**config.mk**
```make
export PLATFORM = sky130hd
export DESIGN_NAME = draw_sequencer
export DESIGN_NICKNAME = d
export VERILOG_FILES = /design/src/rtl/draw_pkg.sv /design/src/rtl/pixel_mux_reg.sv /design/src/rtl/draw_sequencer.sv
export SDC_FILE = /design/constraint.sdc
export NUM_CORES = 1
export LEC_CHECK = 0
export ABC_AREA = 1
export BUFFER_PORTS_ARGS = -buffer_cell sky130_fd_sc_hd__buf_4
export CAP_MARGIN = 30
export CORE_ASPECT_RATIO = 2
export CORE_UTILIZATION = 48
export DETAILED_ROUTE_END_ITERATION = 10
export HOLD_SLACK_MARGIN = 0.08
export PLACE_DENSITY = 0.79
export RECOVER_POWER = 100
export SYNTH_ARGS = -nofsm -noshare
export SYNTH_HDL_FRONTEND = slang
export SYNTH_HIERARCHICAL = 1
export SYNTH_SLANG_ARGS = --single-unit
export TNS_END_PERCENT = 10
```
**constraint.sdc**
```tcl
create_clock -name i_clk -period 1.9 [get_ports i_clk]
set_input_delay 0.095 -clock i_clk [delete_from_list [all_inputs] [get_ports i_clk]]
set_output_delay 0.095 -clock i_clk [all_outputs]
set_load 0.05 [all_outputs]
```
**src/rtl/draw_pkg.sv**
```systemverilog
// draw_pkg: shared types and constants for the drawing-engine sequencer.
//   - seq_state_t : sequencer FSM states
//   - pix_t       : one VGA adapter pixel (x, y, colour)
//   - VGA_*W      : adapter field widths
//   - ENG_*       : conventional slot assignment of the drawing engines
// No ports; imported by draw_sequencer and pixel_mux_reg.
package draw_pkg;

  localparam int VGA_XW = 8;
  localparam int VGA_YW = 7;
  localparam int VGA_CW = 3;

  // Slot order is run order: the screen is cleared before shapes are drawn.
  localparam int ENG_FILL     = 0;
  localparam int ENG_CIRCLE   = 1;
  localparam int ENG_REULEAUX = 2;

  localparam int PLOT_CNT_W = 17;

  typedef enum logic [2:0] {
    ST_IDLE,
    ST_PICK,
    ST_RUN,
    ST_RELEASE,
    ST_FINISH
  } seq_state_t;

  typedef struct packed {
    logic [VGA_XW-1:0] x;
    logic [VGA_YW-1:0] y;
    logic [VGA_CW-1:0] colour;
  } pix_t;

endpackage

```
**src/rtl/pixel_mux_reg.sv**
```systemverilog
// pixel_mux_reg: registered NUM_ENG:1 pixel mux feeding the VGA adapter.
// Ports:
//   i_clk, i_rst   clock, asynchronous active-high reset
//   i_sel          slot whose pixel stream is forwarded
//   i_run_valid    high while the selected slot owns the adapter port
//   i_pix, i_plot  per-slot pixel and plot strobe
//   o_pix, o_plot  registered pixel and gated plot (1 clk latency)
// The pixel fields only load while i_run_valid is high, so the adapter sees
// the last drawn pixel held between runs; only the plot strobe is gated.
module pixel_mux_reg
  import draw_pkg::*;
#(
  parameter int NUM_ENG = 3,
  parameter int IDX_W   = $clog2(NUM_ENG)
) (
  input  logic                    i_clk,
  input  logic                    i_rst,
  input  logic [IDX_W-1:0]        i_sel,
  input  logic                    i_run_valid,
  input  pix_t [NUM_ENG-1:0]      i_pix,
  input  logic [NUM_ENG-1:0]      i_plot,
  output pix_t                    o_pix,
  output logic                    o_plot
);

  localparam int STAGES = 1;

  pix_t              w_pix;
  logic              w_plot;
  logic              w_vld_in;
  logic [STAGES:1]   r_vld_pipe;
  pix_t              r_pix;

  // Compare-based select keeps unused index codes (non power-of-two
  // NUM_ENG) harmless: they select nothing and never plot.
  always_comb begin
    w_pix  = '0;
    w_plot = 1'b0;
    for (int i = 0; i < NUM_ENG; i++) begin
      if (i_sel == IDX_W'(i)) begin
        w_pix  = i_pix[i];
        w_plot = i_plot[i];
      end
    end
  end

  assign w_vld_in = i_run_valid & w_plot;

  always_ff @(posedge i_clk or posedge i_rst) begin
    if (i_rst) begin
      r_pix      <= '0;
      r_vld_pipe <= '0;
    end else begin
      r_vld_pipe[1] <= w_vld_in;
      for (int s = 2; s <= STAGES; s++) r_vld_pipe[s] <= r_vld_pipe[s-1];
      if (i_run_valid) r_pix <= w_pix;
    end
  end

  assign o_pix  = r_pix;
  assign o_plot = r_vld_pipe[STAGES];

endmodule

```
**src/rtl/draw_sequencer.sv**
```systemverilog
// draw_sequencer: runs the enabled drawing engines one at a time in slot
// order and shares the single VGA adapter pixel port between them.
// Ports:
//   i_clk, i_rst        clock, asynchronous active-high reset
//   i_start / o_done    level request / completion handshake with the host
//   i_engine_en         per-slot enable, captured when a run is accepted
//   o_busy              high from run acceptance until done
//   o_active_idx        slot currently granted
//   o_eng_start         one-hot level start to each engine
//   i_eng_done          per-engine done
//   i_eng_x/y/colour    packed per-slot pixel, slot i at [W*i +: W]
//   i_eng_plot          per-slot plot strobe
//   o_vga_*             registered pixel port to vga_adapter
//   o_plot_count        (PLOT_COUNT_EN only) saturating count of plots in
//                       the current/last run
// Optional feature macro: PLOT_COUNT_EN.
module draw_sequencer
  import draw_pkg::*;
#(
  parameter int NUM_ENG = 3,
  parameter int IDX_W   = $clog2(NUM_ENG)
) (
  input  logic                        i_clk,
  input  logic                        i_rst,
  input  logic                        i_start,
  input  logic [NUM_ENG-1:0]          i_engine_en,
  output logic                        o_done,
  output logic                        o_busy,
  output logic [IDX_W-1:0]            o_active_idx,
  output logic [NUM_ENG-1:0]          o_eng_start,
  input  logic [NUM_ENG-1:0]          i_eng_done,
  input  logic [NUM_ENG*VGA_XW-1:0]   i_eng_x,
  input  logic [NUM_ENG*VGA_YW-1:0]   i_eng_y,
  input  logic [NUM_ENG*VGA_CW-1:0]   i_eng_colour,
  input  logic [NUM_ENG-1:0]          i_eng_plot,
  output logic [VGA_XW-1:0]           o_vga_x,
  output logic [VGA_YW-1:0]           o_vga_y,
  output logic [VGA_CW-1:0]           o_vga_colour,
  output logic                        o_vga_plot
`ifdef PLOT_COUNT_EN
  ,
  output logic [PLOT_CNT_W-1:0]       o_plot_count
`endif
);

  // Base needs one extra bit so "past the last slot" is representable.
  localparam int BW = IDX_W + 1;

  seq_state_t           r_state;
  logic [NUM_ENG-1:0]   r_mask;
  logic [BW-1:0]        r_base;
  logic [IDX_W-1:0]     r_active_idx;
  logic [NUM_ENG-1:0]   r_eng_start;
  logic                 r_done;
  logic                 r_busy;

  logic                 w_found;
  logic [IDX_W-1:0]     w_pick_idx;
  logic [NUM_ENG-1:0]   w_onehot;
  logic                 w_act_done;
  logic                 w_run_valid;
  pix_t [NUM_ENG-1:0]   w_pix;
  pix_t                 w_mux_pix;
  logic                 w_mux_plot;

  // Unpack the flat per-slot buses into pixel structs.
  for (genvar g = 0; g < NUM_ENG; g++) begin : g_unpack
    assign w_pix[g] = {i_eng_x[g*VGA_XW +: VGA_XW],
                       i_eng_y[g*VGA_YW +: VGA_YW],
                       i_eng_colour[g*VGA_CW +: VGA_CW]};
  end

  // Lowest set mask bit at or above base; scanning downward lets the last
  // hit (lowest index) win.
  always_comb begin
    w_found    = 1'b0;
    w_pick_idx = '0;
    for (int i = NUM_ENG - 1; i >= 0; i--) begin
      if (r_mask[i] && (BW'(i) >= r_base)) begin
        w_found    = 1'b1;
        w_pick_idx = IDX_W'(i);
      end
    end
  end

  assign w_onehot = {{(NUM_ENG-1){1'b0}}, 1'b1} << w_pick_idx;

  always_comb begin
    w_act_done = 1'b0;
    for (int i = 0; i < NUM_ENG; i++) begin
      if (r_active_idx == IDX_W'(i)) w_act_done = i_eng_done[i];
    end
  end

  // Gating with i_start means a plot coinciding with an abort is dropped.
  assign w_run_valid = (r_state == ST_RUN) && i_start;

  always_ff @(posedge i_clk or posedge i_rst) begin
    if (i_rst) begin
      r_state      <= ST_IDLE;
      r_mask       <= '0;
      r_base       <= '0;
      r_active_idx <= '0;
      r_eng_start  <= '0;
      r_done       <= 1'b0;
      r_busy       <= 1'b0;
    end else begin
      case (r_state)
        ST_IDLE: begin
          if (i_start) begin
            r_mask  <= i_engine_en;
            r_busy  <= 1'b1;
            r_base  <= '0;
            r_state <= ST_PICK;
          end
        end
        ST_PICK: begin
          if (!i_start) begin
            r_eng_start <= '0;
            r_busy      <= 1'b0;
            r_state     <= ST_IDLE;
          end else if (w_found) begin
            r_active_idx <= w_pick_idx;
            r_eng_start  <= w_onehot;
            r_state      <= ST_RUN;
          end else begin
            r_done  <= 1'b1;
            r_busy  <= 1'b0;
            r_state <= ST_FINISH;
          end
        end
        ST_RUN: begin
          if (!i_start) begin
            r_eng_start <= '0;
            r_busy      <= 1'b0;
            r_state     <= ST_IDLE;
          end else if (w_act_done) begin
            r_eng_start <= '0;
            r_state     <= ST_RELEASE;
          end
        end
        ST_RELEASE: begin
          // Wait for the engine to drop done so a stale done can never be
          // mistaken for completion of its next run.
          if (!i_start) begin
            r_eng_start <= '0;
            r_busy      <= 1'b0;
            r_state     <= ST_IDLE;
          end else if (!w_act_done) begin
            r_base  <= {1'b0, r_active_idx} + BW'(1);
            r_state <= ST_PICK;
          end
        end
        ST_FINISH: begin
          if (!i_start) begin
            r_done  <= 1'b0;
            r_state <= ST_IDLE;
          end
        end
        default: begin
          r_eng_start <= '0;
          r_done      <= 1'b0;
          r_busy      <= 1'b0;
          r_state     <= ST_IDLE;
        end
      endcase
    end
  end

  pixel_mux_reg #(
    .NUM_ENG (NUM_ENG),
    .IDX_W   (IDX_W)
  ) u_pix_mux (
    .i_clk       (i_clk),
    .i_rst       (i_rst),
    .i_sel       (r_active_idx),
    .i_run_valid (w_run_valid),
    .i_pix       (w_pix),
    .i_plot      (i_eng_plot),
    .o_pix       (w_mux_pix),
    .o_plot      (w_mux_plot)
  );

  assign o_done       = r_done;
  assign o_busy       = r_busy;
  assign o_active_idx = r_active_idx;
  assign o_eng_start  = r_eng_start;
  assign o_vga_x      = w_mux_pix.x;
  assign o_vga_y      = w_mux_pix.y;
  assign o_vga_colour = w_mux_pix.colour;
  assign o_vga_plot   = w_mux_plot;

`ifdef PLOT_COUNT_EN
  logic [PLOT_CNT_W-1:0] r_plot_count;

  always_ff @(posedge i_clk or posedge i_rst) begin
    if (i_rst) begin
      r_plot_count <= '0;
    end else if (r_state == ST_IDLE && i_start) begin
      r_plot_count <= '0;
    end else if (w_mux_plot && !(&r_plot_count)) begin
      r_plot_count <= r_plot_count + 1'b1;
    end
  end

  assign o_plot_count = r_plot_count;
`endif

  a_eng_start_onehot0: assert property (@(posedge i_clk) disable iff (i_rst)
    $onehot0(r_eng_start));

endmodule

```
; Yosys cells after proc, flatten, opt, wreduce, memory -nomap -nowiden
; Cells that the tools add are included.
[op_classes]
n_addsub = 1
order_cmp = 3
n_eq_ne = 18
n_shift = 1
muxes = 41
n_bitwise = 4
n_reduce_logical = 17
[ops]
columns = op, n
row1 = 2-to-1 mux 18 bit, 3
row2 = 2-to-1 mux 3 bit, 15
row3 = AND reduction 4 bit, 5
row4 = inequality test 2 bit (second input constant), 8
row5 = 2-to-1 mux 1 bit, 15
row6 = one-hot mux 3 bit (5 select lines), 1
row7 = inequality test 3 bit (second input constant), 4
row8 = one-hot mux 3 bit (4 select lines), 1
row9 = == test 3 x 2 -> 1 bit (second input constant), 2
row10 = greater-or-equal comparator 1 x 3 -> 1 bit (first input constant), 2
row11 = 2-to-1 mux 2 bit, 3
row12 = one-hot mux 3 bit (2 select lines), 1
row13 = logical AND 1 bit, 4
row14 = one-hot mux 1 bit (4 select lines), 1
row15 = OR reduction 2 bit, 2
row16 = adder 2 x 1 -> 3 bit (second input constant), 1
row17 = == test 3 x 1 -> 1 bit (second input constant), 1
row18 = == test 3 bit (second input constant), 1
row19 = greater-or-equal comparator 2 x 3 -> 1 bit (first input constant), 1
row20 = zero test 3 bit, 1
row21 = inverter 1 bit, 3
row22 = one-hot mux 1 bit (3 select lines), 1
row23 = AND reduction 3 bit, 1
row24 = OR reduction 3 bit, 1
row25 = 7 further kinds, 7
[totals]
register_bits = 35
input_bits = 66
elab_cells = 96

; Depth between registers and ports, before layout
[depth]
depth_word = 9
mapped_depth = 10
mapped_depth_nobuf = 10

; Hierarchy
; The synthesis kept the hierarchy.
[by_module_without_submodules]
columns = module, instances, cells_each, area_per_inst_um2
row1 = pixel_mux_reg, 1, 184, 1262.5
row2 = draw_sequencer, 1, 126, 919.6

; Least setup slack after synthesis
; No wires, ideal clock.
[synth_path]
path_kind = register -> register
start = register r_active_idx[0] (netlist: o_active_idx[0])
end = register r_base[0]
arrival_ns = 1.679
path_slack_ns = 0.100
stages_incl_launch_ff = 11
path_buffers = 0
synth_period_minus_slack_ns = 1.800
cell_sequence = dfrtp_1 -> inv_1 -> ha_1 -> nand2_1 -> nand2_1 -> nand3_1 -> nand2_1 -> nand2_1 -> nand2_2 -> nand2_1 -> o21ai_1
[synth_via]
elab_chain_cells = 6
word_cells_on_any_way = 12
classes_between = add/sub: 1 / eq/ne: 3 / mux: 6 / reduce/logical: 2
[synth_lines]
columns = element, line_no
row1 = "start, declared", draw_sequencer.sv:52  ; logic [IDX_W-1:0] r_active_idx;
row2 = "start signal, assigned", draw_sequencer.sv:123  ; r_active_idx <= w_pick_idx;
row3 = zero test 2 bit, draw_sequencer.sv:91  ; if (r_active_idx == IDX_W'(i)) w_act_done = i_eng_done[i];
row4 = 2-to-1 mux 1 bit (3 in a row), draw_sequencer.sv:91
row5 = inequality test 2 bit (no source line), n/a
row6 = AND reduction 4 bit (no source line), n/a
row7 = "end signal, assigned", draw_sequencer.sv:150  ; r_base <= {1'b0, r_active_idx} + BW'(1);
row8 = "end, declared", draw_sequencer.sv:51  ; logic [BW-1:0] r_base;
; Several ways; a longest one is shown, not always the timed one. The select of a mux whose other input is x is not followed.
; A chain may end at the register's enable or synchronous reset.

; Worst setup path after layout
[layout_path]
start = register r_state[1]
end = register r_base[1]
[layout_via]
elab_chain_cells = 3
word_cells_on_any_way = 8
classes_between = eq/ne: 4 / mux: 1 / reduce/logical: 3
[layout_lines]
columns = element, line_no
row1 = "start, declared", draw_sequencer.sv:49  ; seq_state_t r_state;
row2 = "start signal, assigned", draw_sequencer.sv:100  ; r_state <= ST_IDLE;
row3 = "start signal, assigned", draw_sequencer.sv:114  ; r_state <= ST_PICK;
row4 = "start signal, assigned", draw_sequencer.sv:121  ; r_state <= ST_IDLE;
row5 = == test 3 x 2 -> 1 bit / zero test 3 bit (equally long branches), draw_sequencer.sv:108  ; case (r_state)
row6 = inequality test 2 bit (no source line) / nonzero test 2 bit (equally long branches), n/a
row7 = AND reduction 4 bit (no source line), n/a
; Several ways; a longest one is shown, not always the timed one.

==> metrics.yaml <==
status: "finished clean"
crit_path_frequent_cell: "nand2_1"
insertion_delay_ns: 0.28
path_clk_slew_ns: 0.07
use_met3: 0.0423
wl_per_cell_um: 13.7
synth-edff-count: 0
hold_start: "i_eng_plot[0]"
cp_max_fo: 6
pre_cts_slack_ns: 0.415
max_stage_delay_ns: 0.45
grt_usage: 0.274
cts_tree: "yes"
dieArea_um2: 4840
antenna_found_initial: 0
grt_util_met2: 0.492
routed_wl_um: 6300
root_buffer: "clkbuf_8"
synth_top_area_cell: "dfrtp_1"
cp-start-kind: "register"
fin_ws_ns: 0.282
start_util: 0.503
power_leakage_nw: 1.48
arrival_ns: 1.79
ioPinCount: 92
first_pass_iters: 4
hold_viol_final: 0
synthCells: 310
final_area_um2: 2860
cts.sinks: 35
grt_pass1_vias: 2290
cts_buffer_depth: 2
layout-area-overhead-vs-synth_pct: 30.9
async_flop_share: 1.00
core_region_area_um2: 4340
finalClockSkew_ns: 0.00385
gp_congestion: 0.850
holdWs_ns: 0.103
synth_cell_type_count: 26
num_vias: 2317
dp_hpwl_um: 4770
holdPathStages: 5
portBuffers: 91
hp-class: "input pin to register"
ys_ff_latch: 35
slew_headroom: 0.496
top_usage_layer: "met2"
power_density_nw_per_um2: 1580
postSynthAreaPerCell_um2: 7.04
required_ns: 2.07
diodes: 0
reg2reg_slack_ns: 0.28
r2r_end: "r_base[1]"
ys_top_cells_by_area: "dfrtp_1, nand2_1, nand3_1"
fmax_mhz: 618
holdPathEnd: "u_pix_mux/o_plot"
drv_slew: 0
synth-warning-count: 6
grt_pass1_wl_um: 10100
placed_area_um2: 2840
via_per_inst: 5.04
drt_iter0_drc: 32
finalCritPeriodShare: 0.852
seq_area_frac_synth: 0.401
numCtsBuffers: 5
drive_gt1_frac: 0.222
ctsResizeCount: 0
synth_nets: 380
r2r_cells: 7
r2r_start: "r_state[1]"
cts_hold_buffers: 4
critical_path_class: "register to register"
h-tree-depth: 2
worstPathCellList: "nor2_2 -> nand2_1 -> nor2_1 -> or2_0 -> nand2_2 -> nand2_1 -> o21ai_0"
max-vdd-ir-drop_mv: 1.31
maxCapViolations: 0
setup_tns_ns: 0
setup_viol: 0
cp-end-kind: "register"
nets: 475
critical-path-slowest-cell: "dfrtp_1"
syn_area_um2: 2180
overflow: 0
min_period_ns: 1.62
synthFlopType: "dfrtp_1"
post_cts_buffers: 0
drtAntennaViolNets: 0
die_w_um: 49.7
grtUsageMet1: 0.276
rsz0062_at_grt: "no"
drc: 0
rows: 34
netlist.area_leader.share: 0.401
grt_max_degree: 22
die_h_um: 97.4
worstMarginPinSlew_ns: 0.756
==> Yosys cell counts, types with 2 or more instances <==
cell type	count
nand2_1	103
nor2_1	60
nand3_1	46
dfrtp_1	35
inv_1	20
nand3_2	7
ha_1	4
o21ai_0	4
buf_4	3
buf_6	3
inv_2	3
nor2_2	3
o21ai_1	3
a21oi_1	2
nand4_1	2
nor3_2	2
==> worst max path at each step <==
stage	from	end	slack [ns]	depth (start not counted)
floorplan	o_active_idx[0]	r_base[0]	0.10	10
global placement	o_active_idx[1]	u_pix_mux/o_pix[1]	0.42	6
detailed placement	o_active_idx[1]	u_pix_mux/o_pix[2]	0.42	6
CTS	r_state[2]	o_eng_start[0]	0.40	9
global route	r_state[1]	r_base[1]	0.12	7
finish	r_state[1]	r_base[1]	0.28	7
==> cells by family after synthesis <==
family                   share of synthesized area
AO/OA/AOI/OAI                               0.0275
adder cells (fa/ha/maj)                     0.0229
buffers and inverters                       0.0957
AND/OR/NAND/NOR                              0.452
flip-flops                                   0.401
==> through the flow <==
stage / utilization / instances / power, W
floorplan: - / 310 / 0.00343
global placement: 0.655 / 448 / 0.00419
detailed placement: 0.655 / 448 / 0.00423
CTS: 0.683 / 460 / 0.00477
global route: 0.658 / 460 / 0.00482
finish: 0.658 / 460 / 0.00452
==> cell usage in the layout (no fill, tap or decap) <==
| master | instances |
|---|---|
| dlygate4sd3_1 | 4 |
| nand4_1 | 2 |
| dfrtp_1 | 35 |
| or2_0 | 1 |
| ha_1 | 4 |
| a21boi_1 | 1 |
| o21ai_1 | 2 |
| nor2_2 | 2 |
| nor2_1 | 61 |
| nand2_1 | 103 |
| clkbuf_8 | 5 |
| inv_2 | 3 |
| nand3_2 | 6 |
| clkinv_2 | 1 |
| a21oi_1 | 2 |
| nand3_1 | 47 |
| o21a_1 | 1 |
| o21ai_0 | 5 |
| clkbuf_1 | 28 |
| nor2_4 | 1 |
| buf_4 | 68 |
| nand2_2 | 1 |
| inv_1 | 20 |
| clkbuf_4 | 1 |
| nor3_2 | 2 |
==> worst max-delay path, delay by kind of cell, from the launching register on <==
kind | cells | cell delay, ns
AO/OA/AOI/OAI | 1 | 0.07
flip-flops | 1 | 0.45
AND/OR/NAND/NOR | 6 | 0.97
==> per-layer routing <==
metal,vias up,part of all wire,routed length [um]
li1,1163,-,-
met2,87,0.54,3420
met1,1044,0.36,2260
met4,0,0.049,310
met5,-,0,0
met3,23,0.047,297
==> power by group <==
part	internal (W)	switching, W	total, W
clock network	0.000257	0.000256	0.000513
registers	0.00107	0.000213	0.00128
logic	0.000648	0.00207	0.00272
==> cell type report <==
class	count	area [um2]
fillers	419	1480
multi-input cells	241	1090
flip-flops and latches	35	876
repair buffers	99	656
inverters	23	86.3
clock buffers	7	76.3
well taps	54	67.6
clock inverters	1	5.00
==> registers in the layout (all words and copies together) (netlist names) <==
| signal | flops |
|---|---|
| o_done | 1 |
| u_pix_mux/o_pix | 18 |
| o_busy | 1 |
| u_pix_mux/o_plot | 1 |
| r_mask | 3 |
| r_state | 3 |
| o_active_idx | 2 |
| o_eng_start | 3 |
| r_base | 3 |
Power figures use the tool's default switching activity.
